[src/rtl/uart_pkg.sv]
// rtl/uart_pkg.sv - shared UART constants, FSM state type and baud helper
package uart_pkg;

    localparam int PARITY_NONE = 0;
    localparam int PARITY_ODD  = 1;
    localparam int PARITY_EVEN = 2;

    typedef enum logic [2:0] {
        ST_IDLE,
        ST_START,
        ST_DATA,
        ST_PARITY,
        ST_STOP
    } tx_state_e;

    // Rounded divide so the bit period error stays within half a clock
    function automatic int clks_per_bit(input int clk_freq, input int baud);
        return (clk_freq + baud / 2) / baud;
    endfunction

endpackage

[src/rtl/uart_sync_fifo.sv]
// rtl/uart_sync_fifo.sv - synchronous FIFO with level output, no fall-through
module uart_sync_fifo #(
    parameter int WIDTH = 8,
    parameter int DEPTH = 4
) (
    input  logic                     clk,
    input  logic                     rst,
    input  logic                     i_push,
    input  logic                     i_pop,
    input  logic [WIDTH-1:0]         i_wdata,
    output logic [WIDTH-1:0]         o_rdata,
    output logic                     o_full,
    output logic                     o_empty,
    output logic [$clog2(DEPTH):0]   o_level
);

    localparam int AW = $clog2(DEPTH);

    logic [WIDTH-1:0] r_mem [DEPTH];
    logic [AW-1:0]    r_wr_ptr;
    logic [AW-1:0]    r_rd_ptr;
    logic [AW:0]      r_level;
    logic             w_push;
    logic             w_pop;

    assign o_full  = (r_level == (AW+1)'(DEPTH));
    assign o_empty = (r_level == '0);
    assign o_level = r_level;
    assign o_rdata = r_mem[r_rd_ptr];

    // A full FIFO refuses the push even when a pop frees a slot this cycle
    assign w_push = i_push && !o_full;
    assign w_pop  = i_pop && !o_empty;

    always_ff @(posedge clk) begin
        if (w_push) begin
            r_mem[r_wr_ptr] <= i_wdata;
        end
    end

    always_ff @(posedge clk) begin
        if (rst) begin
            r_wr_ptr <= '0;
            r_rd_ptr <= '0;
            r_level  <= '0;
        end else begin
            if (w_push) begin
                r_wr_ptr <= r_wr_ptr + 1'b1;
            end
            if (w_pop) begin
                r_rd_ptr <= r_rd_ptr + 1'b1;
            end
            case ({w_push, w_pop})
                2'b10:   r_level <= r_level + 1'b1;
                2'b01:   r_level <= r_level - 1'b1;
                default: r_level <= r_level;
            endcase
        end
    end

endmodule

[src/rtl/uart_tx_fifo_cfg.sv]
// rtl/uart_tx_fifo_cfg.sv - configurable UART transmitter with input FIFO
module uart_tx_fifo_cfg
    import uart_pkg::*;
#(
    parameter int CLK_FREQ   = 1000000,
    parameter int BAUD       = 9600,
    parameter int DATA_BITS  = 8,
    parameter int PARITY     = 0,
    parameter int STOP_BITS  = 1,
    parameter int FIFO_DEPTH = 4
) (
    input  logic                          clk,
    input  logic                          rst,
    input  logic                          in_valid,
    input  logic [DATA_BITS-1:0]          in_data,
    output logic                          in_ready,
    output logic                          tx,
    output logic                          tx_busy,
    output logic                          tx_done,
    output logic [$clog2(FIFO_DEPTH):0]   fifo_level
);

    localparam int CPB = clks_per_bit(CLK_FREQ, BAUD);
    localparam int CW  = (CPB > 1) ? $clog2(CPB) : 1;

    if (DATA_BITS < 5 || DATA_BITS > 9 || PARITY < PARITY_NONE || PARITY > PARITY_EVEN ||
        STOP_BITS < 1 || STOP_BITS > 2 || FIFO_DEPTH < 2 ||
        (FIFO_DEPTH & (FIFO_DEPTH - 1)) != 0 || CPB < 2) begin : g_bad_params
        $fatal(1, "uart_tx_fifo_cfg: illegal parameter combination");
    end

    tx_state_e            r_state;
    tx_state_e            w_next;
    logic [CW-1:0]        r_baud;
    logic [3:0]           r_bit;
    logic [DATA_BITS-1:0] r_shift;
    logic                 r_par;
    logic                 r_tx;
    logic                 r_done;

    logic                 w_tick;
    logic                 w_data_last;
    logic                 w_stop_last;
    logic                 w_frame_end;
    logic                 w_pop;
    logic                 w_full;
    logic                 w_empty;
    logic [DATA_BITS-1:0] w_head;
    logic                 w_head_par;
    logic                 w_tx_next;

    uart_sync_fifo #(
        .WIDTH (DATA_BITS),
        .DEPTH (FIFO_DEPTH)
    ) u_fifo (
        .clk     (clk),
        .rst     (rst),
        .i_push  (in_valid),
        .i_pop   (w_pop),
        .i_wdata (in_data),
        .o_rdata (w_head),
        .o_full  (w_full),
        .o_empty (w_empty),
        .o_level (fifo_level)
    );

    assign w_tick      = (r_baud == CW'(CPB - 1));
    assign w_data_last = (r_bit == 4'(DATA_BITS - 1));
    assign w_stop_last = (r_bit == 4'(STOP_BITS - 1));
    assign w_frame_end = (r_state == ST_STOP) && w_tick && w_stop_last;
    assign w_pop       = !w_empty && ((r_state == ST_IDLE) || w_frame_end);
    assign w_head_par  = (PARITY == PARITY_ODD) ? ~^w_head : ^w_head;

    assign in_ready = !w_full;
    assign tx       = r_tx;
    assign tx_done  = r_done;
    assign tx_busy  = (r_state != ST_IDLE) || (fifo_level != '0);

    always_ff @(posedge clk) begin
        if (rst) begin
            r_state <= ST_IDLE;
        end else begin
            r_state <= w_next;
        end
    end

    always_comb begin
        w_next = r_state;
        case (r_state)
            ST_IDLE:   if (!w_empty) w_next = ST_START;
            ST_START:  if (w_tick) w_next = ST_DATA;
            ST_DATA:   if (w_tick && w_data_last)
                           w_next = (PARITY == PARITY_NONE) ? ST_STOP : ST_PARITY;
            ST_PARITY: if (w_tick) w_next = ST_STOP;
            ST_STOP:   if (w_frame_end) w_next = w_empty ? ST_IDLE : ST_START;
            default:   w_next = ST_IDLE;
        endcase
    end

    always_comb begin
        w_tx_next = 1'b1;
        case (r_state)
            ST_START:  w_tx_next = 1'b0;
            ST_DATA:   w_tx_next = r_shift[0];
            ST_PARITY: w_tx_next = r_par;
            default:   w_tx_next = 1'b1;
        endcase
    end

    // tx and tx_done trail the state by one clock so both come straight from flops
    always_ff @(posedge clk) begin
        if (rst) begin
            r_baud  <= '0;
            r_bit   <= '0;
            r_shift <= '0;
            r_par   <= 1'b0;
            r_tx    <= 1'b1;
            r_done  <= 1'b0;
        end else begin
            r_tx   <= w_tx_next;
            r_done <= w_frame_end;
            if (w_pop) begin
                r_baud  <= '0;
                r_bit   <= '0;
                r_shift <= w_head;
                r_par   <= w_head_par;
            end else if (r_state == ST_IDLE) begin
                r_baud <= '0;
                r_bit  <= '0;
            end else if (w_tick) begin
                r_baud <= '0;
                r_bit  <= (w_next != r_state) ? 4'd0 : r_bit + 1'b1;
                if (r_state == ST_DATA) begin
                    r_shift <= r_shift >> 1;
                end
            end else begin
                r_baud <= r_baud + 1'b1;
            end
        end
    end

endmodule

[config.mk]
export PLATFORM = sky130hd
export DESIGN_NAME = uart_tx_fifo_cfg
export DESIGN_NICKNAME = d
export VERILOG_FILES = /design/src/rtl/uart_pkg.sv /design/src/rtl/uart_sync_fifo.sv /design/src/rtl/uart_tx_fifo_cfg.sv
export SDC_FILE = /design/constraint.sdc
export NUM_CORES = 1
export LEC_CHECK = 0
export BUFFER_PORTS_ARGS = -buffer_cell sky130_fd_sc_hd__buf_2
export CAP_MARGIN = 20
export CORE_MARGIN = 4
export CORE_UTILIZATION = 51
export DETAILED_ROUTE_END_ITERATION = 16
export PLACE_DENSITY_LB_ADDON = 0.12
export SLEW_MARGIN = 20
export SYNTH_ARGS = -nofsm -noshare
export SYNTH_HDL_FRONTEND = slang
export SYNTH_SLANG_ARGS = --single-unit
export TNS_END_PERCENT = 10
[constraint.sdc]
create_clock -name clk -period 3.1 [get_ports clk]
set_input_delay 0.31 -clock clk [delete_from_list [all_inputs] [get_ports clk]]
set_output_delay 0.31 -clock clk [all_outputs]
set_load 0.05 [all_outputs]
==> results of run 1 <==
==> cell usage in the layout (no fill, tap or decap), types with 2 or more instances in the layout <==
cell type	count
a211oi_2	8
a21oi_1	15
and2_1	4
and3_1	7
buf_2	17
bufinv_16	3
clkbuf_8	9
clkinv_1	2
clkinv_2	2
dfxtp_1	34
edfxtp_1	32
ha_1	8
inv_1	10
mux2i_1	7
mux4_2	8
nand2_1	11
nand3_1	7
nand3b_1	2
nor2_1	21
nor2b_1	3
nor3_1	3
nor3b_1	2
o21ai_0	6
or3_1	2
xnor2_1	13
xor2_1	6
==> cell type report <==
type                    count  area, um^2
fillers                   474        2300
flip-flops and latches     66        1640
multi-input cells         147        1150
clock buffers               9         124
clock inverters             7         108
repair buffers             18        92.6
well taps                  72        90.1
inverters                  10        37.5
==> power groups by stage <==
stage	clock, mW	sequential (mW)	combinational, mW
finish	0.842	1.15	1.08
global route	0.908	1.17	1.19
CTS	0.863	1.15	1.10
detailed placement	0	1.17	1.09
global placement	0	1.17	1.09
floorplan	0	1.17	0.947
==> per-stage QoR <==
stage	worst slack [ns]	cell area [um^2]	utilization (%)	power [mW]
3_3_place_gp	0.664	3010	54.4	2.26
3_5_place_dp	0.598	3010	54.4	2.26
2_1_floorplan	0.157	2920	-	2.12
6_report	0.555	3240	58.5	3.07
5_1_grt	0.382	3240	58.5	3.27
4_1_cts	0.563	3240	58.5	3.11
==> logic make-up after synthesis <==
group	count (synthesis)	synth area share (%)
buf+inv	22	4.33
compound gates	36	9.01
xor+xnor	19	5.70
flops	66	56.3
fa+ha+maj	9	4.12
mux	15	8.58
simple gates	68	12.0
==> worst reg2reg max path, stage by stage, from the launching register on <==
cell and delay (ns):
dfxtp_1 0.35, inv_1 0.06, ha_1 0.15, nor3b_1 0.28, a31o_2 0.23, and2_1 0.17, ha_1 0.19, inv_1 0.06
fa_1 0.37, xor2_1 0.15, or3_1 0.31, a21oi_1 0.14
==> layer usage <==
| layer | up-vias | global-route usage, % |
|---|---|---|
| met5 | - | 0 |
| met4 | 0 | 5.70 |
| met3 | 2 | 4.44 |
| met2 | 27 | 23.2 |
| met1 | 855 | 20.6 |
| li1 | 875 | - |
==> final timing paths <==
check / cells past startpoint / end / slack (ns) / start
worst min register to register: 1 / r_baud[0] / 0.45 / r_baud[0]
worst max register to register: 11 / u_fifo.o_level[2] / 0.56 / r_bit[0]
worst max-delay path: 11 / u_fifo.o_level[2] / 0.56 / r_bit[0]
worst min-delay path: 1 / u_fifo.r_mem[0][4] / 0.20 / in_data[4]
==> registers in the layout, indices dropped and copies added, names as in the netlist, named ones only <==
signal and cells:
r_state 3, u_fifo.r_rd_ptr 2, tx_done 1, r_baud 7
r_par 1, tx 1, u_fifo.o_level 3, u_fifo.r_wr_ptr 2
u_fifo.r_mem 32, r_shift 8, r_bit 4
==> flow_metrics.tcl, run 1 <==
set metrics [dict create \
    status "finished, final reports clean" \
    crit_arrival_ns 2.80 \
    clk_pin_slew_ns 0.08 \
    cp-end-kind "register" \
    min_period_ns 2.54 \
    syn_area_mm2 0.00292 \
    area_growth_pct 11.1 \
    io_pins 18 \
    met3_length_um 192 \
    hp-class "input pin to register" \
    cts_buffer_depth 2 \
    wire_per_inst_um 14.7 \
    n_antenna_cell 0 \
    cp_data_required_time_ns 3.36 \
    worstPathCellList "inv_1 > ha_1 > nor3b_1 > a31o_2 > and2_1 > ha_1 > inv_1 > fa_1 > xor2_1 > or3_1 > a21oi_1" \
    cts_max_level 3 \
    die_x_um 83.6 \
    ir_drop_mv 0.540 \
    hold_slack_ns 0.196 \
    synthMostInstantiatedCell "dfxtp_1" \
    vias 1759 \
    cts_inserted_buffers 9 \
    p_leak_nw 1.14 \
    hold_buffers 0 \
    max-cap-violations 0 \
    place.gp.congestion 0.746 \
    syn-num-nets 255 \
    crit_type "register to register" \
    grt_overflow 0 \
    drt-initial-drc-count 92 \
    grt_pass1_wl_mm 8.40 \
    async_flop_share_pct 0 \
    clock_latency_ns 0.33 \
    fp-row-count 27 \
    portBuffers 17 \
    antenna_found_initial 0 \
    wl_met2_mm 2.25 \
    pwr-share-clk_pct 27.4 \
    synth_top_area_cell "edfxtp_1" \
    setup_tns_ns 0 \
    viasPerCell 5.35 \
    synth_edf_count 32 \
    dp.cells 313 \
    netSwitchingFraction_pct 34.0 \
    cts_tree "yes" \
    final_hold_viol_count 0 \
    seq_power_share_pct 37.4 \
    worst_setup_path_start_kind "register" \
    wl_met1_mm 2.36 \
    crit_buf_inv 2 \
    synth.distinct_cells 41 \
    post_cts.repair.setup_buffers 0 \
    cpLargestDelayFamily "simple AND/OR/NAND/NOR gates" \
    syn_inst 235 \
    nets 272 \
    worst_pin_slew_ns 0.718 \
    rsz0062_at_grt "false" \
    maxSlewHeadroom_pct 52.1 \
    grt_usage_pct 15.2 \
    core-area_mm2 0.00554 \
    wirelength_mm 4.82 \
    dr.pass1.iters 4 \
    initial_utilization_pct 52.7 \
    root_buffer "clkbuf_8" \
    slowest_delay_ns 0.37 \
    skew_ns 0.0134 \
    fp.dieH_um 83.6 \
    slew_viol_final 0 \
    crit_fanout 4 \
    yosys-top-cells-count "34 x dfxtp_1, 32 x edfxtp_1, 21 x nor2_1" \
    comb_power_share_pct 35.2 \
    routed.top_layer "met4" \
    finalSetupViolCount 0 \
    detailed_place_hpwl_mm 3.27 \
    dieArea_mm2 0.00700 \
    post-route-period-util_pct 82.1 \
    p_sw_mw 1.04 \
    ant_nets 0 \
    grt_pass1_vias 1776 \
    cts_resized 0 \
    clkSinkCount 66 \
    yosysTopAreaCellShare_pct 32.9 \
    synth.area.top_cells "edfxtp_1 33%, dfxtp_1 23%, mux4_2 6.2%" \
    synth_warnings 0 \
    grt_max_degree 25 \
    drive_gt1_share_pct 20.6 \
    drc_errors 0 \
    fmax_mhz 393 \
    power_density_mw_per_mm2 948 \
    yosysSeqAreaShare_pct 56.3 \
    final_cells 329 \
    p_int_mw 2.03 \
    avgSynthCellArea_um2 12.4 \
    cpMaxStageDelayCell "fa_1" \
    synth_ff_type "dfxtp_1" \
    synth_seq_cells 66 \
]
No activity file was read; power rests on OpenSTA's default activity.
==> inputs of run 2 (changes only) <==
--- a/config.mk
+++ b/config.mk
@@ -5,6 +5,7 @@
 export SDC_FILE = /design/constraint.sdc
 export NUM_CORES = 1
 export LEC_CHECK = 0
+export ABC_AREA = 1
 export BUFFER_PORTS_ARGS = -buffer_cell sky130_fd_sc_hd__buf_2
 export CAP_MARGIN = 20
 export CORE_MARGIN = 4
==> constraint.sdc (replaced) <==
create_clock -name clk -period 2.09 [get_ports clk]
set_input_delay 0.209 -clock clk [delete_from_list [all_inputs] [get_ports clk]]
set_output_delay 0.209 -clock clk [all_outputs]
set_load 0.05 [all_outputs]
==> flow_metrics.tcl, run 2 <==
set metrics [dict create \
    cts_max_level 3 \
    seq_power_share_pct 33.7 \
    synth_top_area_cell "edfxtp_1" \
    root_buffer "clkbuf_8" \
    cts_tree "yes" \
    final_hold_viol_count 0 \
    place.gp.congestion 0.758 \
    largest_reg_flops 32 \
    max-cap-violations 0 \
    syn-num-nets 409 \
    nets 447 \
    grt_pass1_vias 2412 \
    crit_type "register to register" \
    finalSetupViolCount 0 \
    fp.dieH_um 86.6 \
    clock_latency_ns 0.34 \
    cts_buffer_depth 2 \
    drt-initial-drc-count 127 \
    yosysSeqAreaShare_pct 52.1 \
    yosys-top-cells-count "144 x nand2_1, 36 x nor2_1, 34 x dfxtp_1" \
    crit_arrival_ns 2.30 \
    fin_util_pct 62.5 \
    fp-row-count 28 \
    crit_fanout 2 \
    dieArea_mm2 0.00750 \
    syn_area_mm2 0.00315 \
    wire_per_inst_um 12.3 \
    wirelength_mm 6.25 \
    synth_ff_type "dfxtp_1" \
    initial_utilization_pct 52.9 \
    viasPerCell 5.09 \
    synth.distinct_cells 31 \
    n_antenna_cell 0 \
    final_common_cell "nand2_1" \
    synth_seq_cells 66 \
    cts_inserted_buffers 9 \
    area_growth_pct 18.1 \
    clk_pin_slew_ns 0.07 \
    p_leak_nw 1.64 \
    syn_inst 389 \
    p_sw_mw 2.05 \
    grt_usage_pct 18.1 \
    synthMostInstantiatedCell "nand2_1" \
    dr.pass1.iters 4 \
    drc_errors 0 \
    ir_drop_mv 0.721 \
    reg.largest.list "u_fifo.r_mem x32, r_shift x8, r_baud x7" \
    synth.area.top_cells "edfxtp_1 30%, dfxtp_1 22%, nand2_1 17%" \
    total_power_mw 4.99 \
    worst_pin_slew_ns 0.363 \
    io_pins 18 \
    portBuffers 17 \
    ant_nets 0 \
    vias 2579 \
    rsz0062_at_grt "true" \
    hp-class "input pin to register" \
    place_ws_ns -0.0198 \
    grt_max_degree 18 \
    maxSlewHeadroom_pct 75.8 \
    cp_data_required_time_ns 2.32 \
    p_int_mw 2.94 \
    core-area_mm2 0.00596 \
    min_period_ns 2.07 \
    regMostFlops "u_fifo.r_mem" \
    hold_slack_ns 0.0782 \
    comb_power_share_pct 43.0 \
    post-route-period-util_pct 98.8 \
    grt_overflow 0 \
    fmax_mhz 484 \
    die_x_um 86.6 \
    drive_gt1_share_pct 19.7 \
    yosysTopAreaCellShare_pct 30.5 \
    detailed_place_hpwl_mm 4.34 \
    cp-end-kind "register" \
    antenna_found_initial 0 \
    power_density_mw_per_mm2 1340 \
    worst_setup_path_start_kind "register" \
    layout_common_cells "141 x nand2_1, 36 x nor2_1, 32 x edfxtp_1" \
    grt_pass1_wl_mm 10.5 \
    hold_buffers 0 \
    async_flop_share_pct 0 \
    synth_warnings 0 \
    layout_setup_ws_ns 0.0244 \
    netSwitchingFraction_pct 41.1 \
    slew_viol_final 0 \
    skew_ns 0.00532 \
    status "finished, final reports clean" \
    avgSynthCellArea_um2 8.10 \
    pwr-share-clk_pct 23.3 \
    synth_edf_count 32 \
    clkSinkCount 66 \
]
==> run 2: cell types whose count changed after synthesis, moves of 7 or more <==
| cell | change |
|---|---|
| xnor2_1 | -13 |
| a211oi_2 | -8 |
| mux4_2 | -8 |
| nand3_1 | +13 |
| nor2_1 | +15 |
| mux2i_1 | -7 |
| o21ai_0 | +13 |
| nand2_1 | +133 |
| o21ai_1 | +8 |
| and3_1 | -7 |
| inv_1 | +17 |
==> run 2: final cells by class <==
cell class,count,area (um^2)
clock inverter,7,93.8
clock buffer,9,124
sequential,66,1650
inverter,34,135
timing repair buffer,37,235
tap,75,93.8
fill,541,2230
multi-input combinational,279,1390
==> run 2: power by group through the flow <==
| stage | Clock (mW) | Combinational [mW] | Sequential [mW] |
|---|---|---|---|
| floorplan | 0 | 1.51 | 1.78 |
| global placement | 0 | 2.00 | 1.70 |
| detailed placement | 0 | 2.04 | 1.70 |
| CTS | 1.19 | 2.06 | 1.68 |
| global route | 1.24 | 2.45 | 1.70 |
| finish | 1.16 | 2.15 | 1.68 |
==> run 2: worst paths after layout <==
kind,start,to,slack (ns),cells past startpoint
max,r_bit[0],u_fifo.o_level[2],0.02,12
min,in_data[7],u_fifo.r_mem[3][7],0.08,1
max reg2reg,r_bit[0],u_fifo.o_level[2],0.02,12
min reg2reg,r_baud[0],r_baud[0],0.45,1
==> run 2: metrics by stage <==
step / TNS [ns] / instances / instance area, um^2
2_1_floorplan: 0 / 389 / 3190
4_1_cts: 0 / 504 / 3670
6_report: 0 / 507 / 3720
3_3_place_gp: 0 / 487 / 3430
3_5_place_dp: -0.0198 / 487 / 3430
5_1_grt: -0.160 / 507 / 3720
==> run 2: kinds of logic after synthesis <==
kind of cell	Yosys count	synth area share, %
buffers and inverters	44	6.07
adders and majority gates	9	3.81
xor gates and xnor gates	3	0.834
and+or+nand+nor	222	29.6
DFF	66	52.1
AOI/OAI and AO/OA	45	7.58
==> run 2: critical path, stage by stage, from the launching register on <==
cell and delay (ns):
dfxtp_1 0.32, inv_1 0.07, ha_1 0.15, nor3b_4 0.19, nand4_1 0.18, nand2_2 0.13
ha_4 0.14, inv_4 0.03, fa_2 0.37, a21oi_2 0.14, o21ai_2 0.07, o21ai_1 0.13
a21oi_1 0.05
==> run 2: per-layer routing <==
metal / vias up / wire, um / global-route usage (%)
met5: - / 0 / 0
met1: 1192 / 2930 / 23.0
met3: 11 / 277 / 5.32
met2: 35 / 2940 / 28.9
li1: 1341 / - / -
met4: 0 / 93 / 7.22
==> run 2: timing repair <==
item | CTS | global route
endpoints found under the setup margin | 2 | 2
buffers inserted | 1 | 3
cloned | 0 | 0
gates resized for setup | 2 | 9
pin swaps | 1 | 7
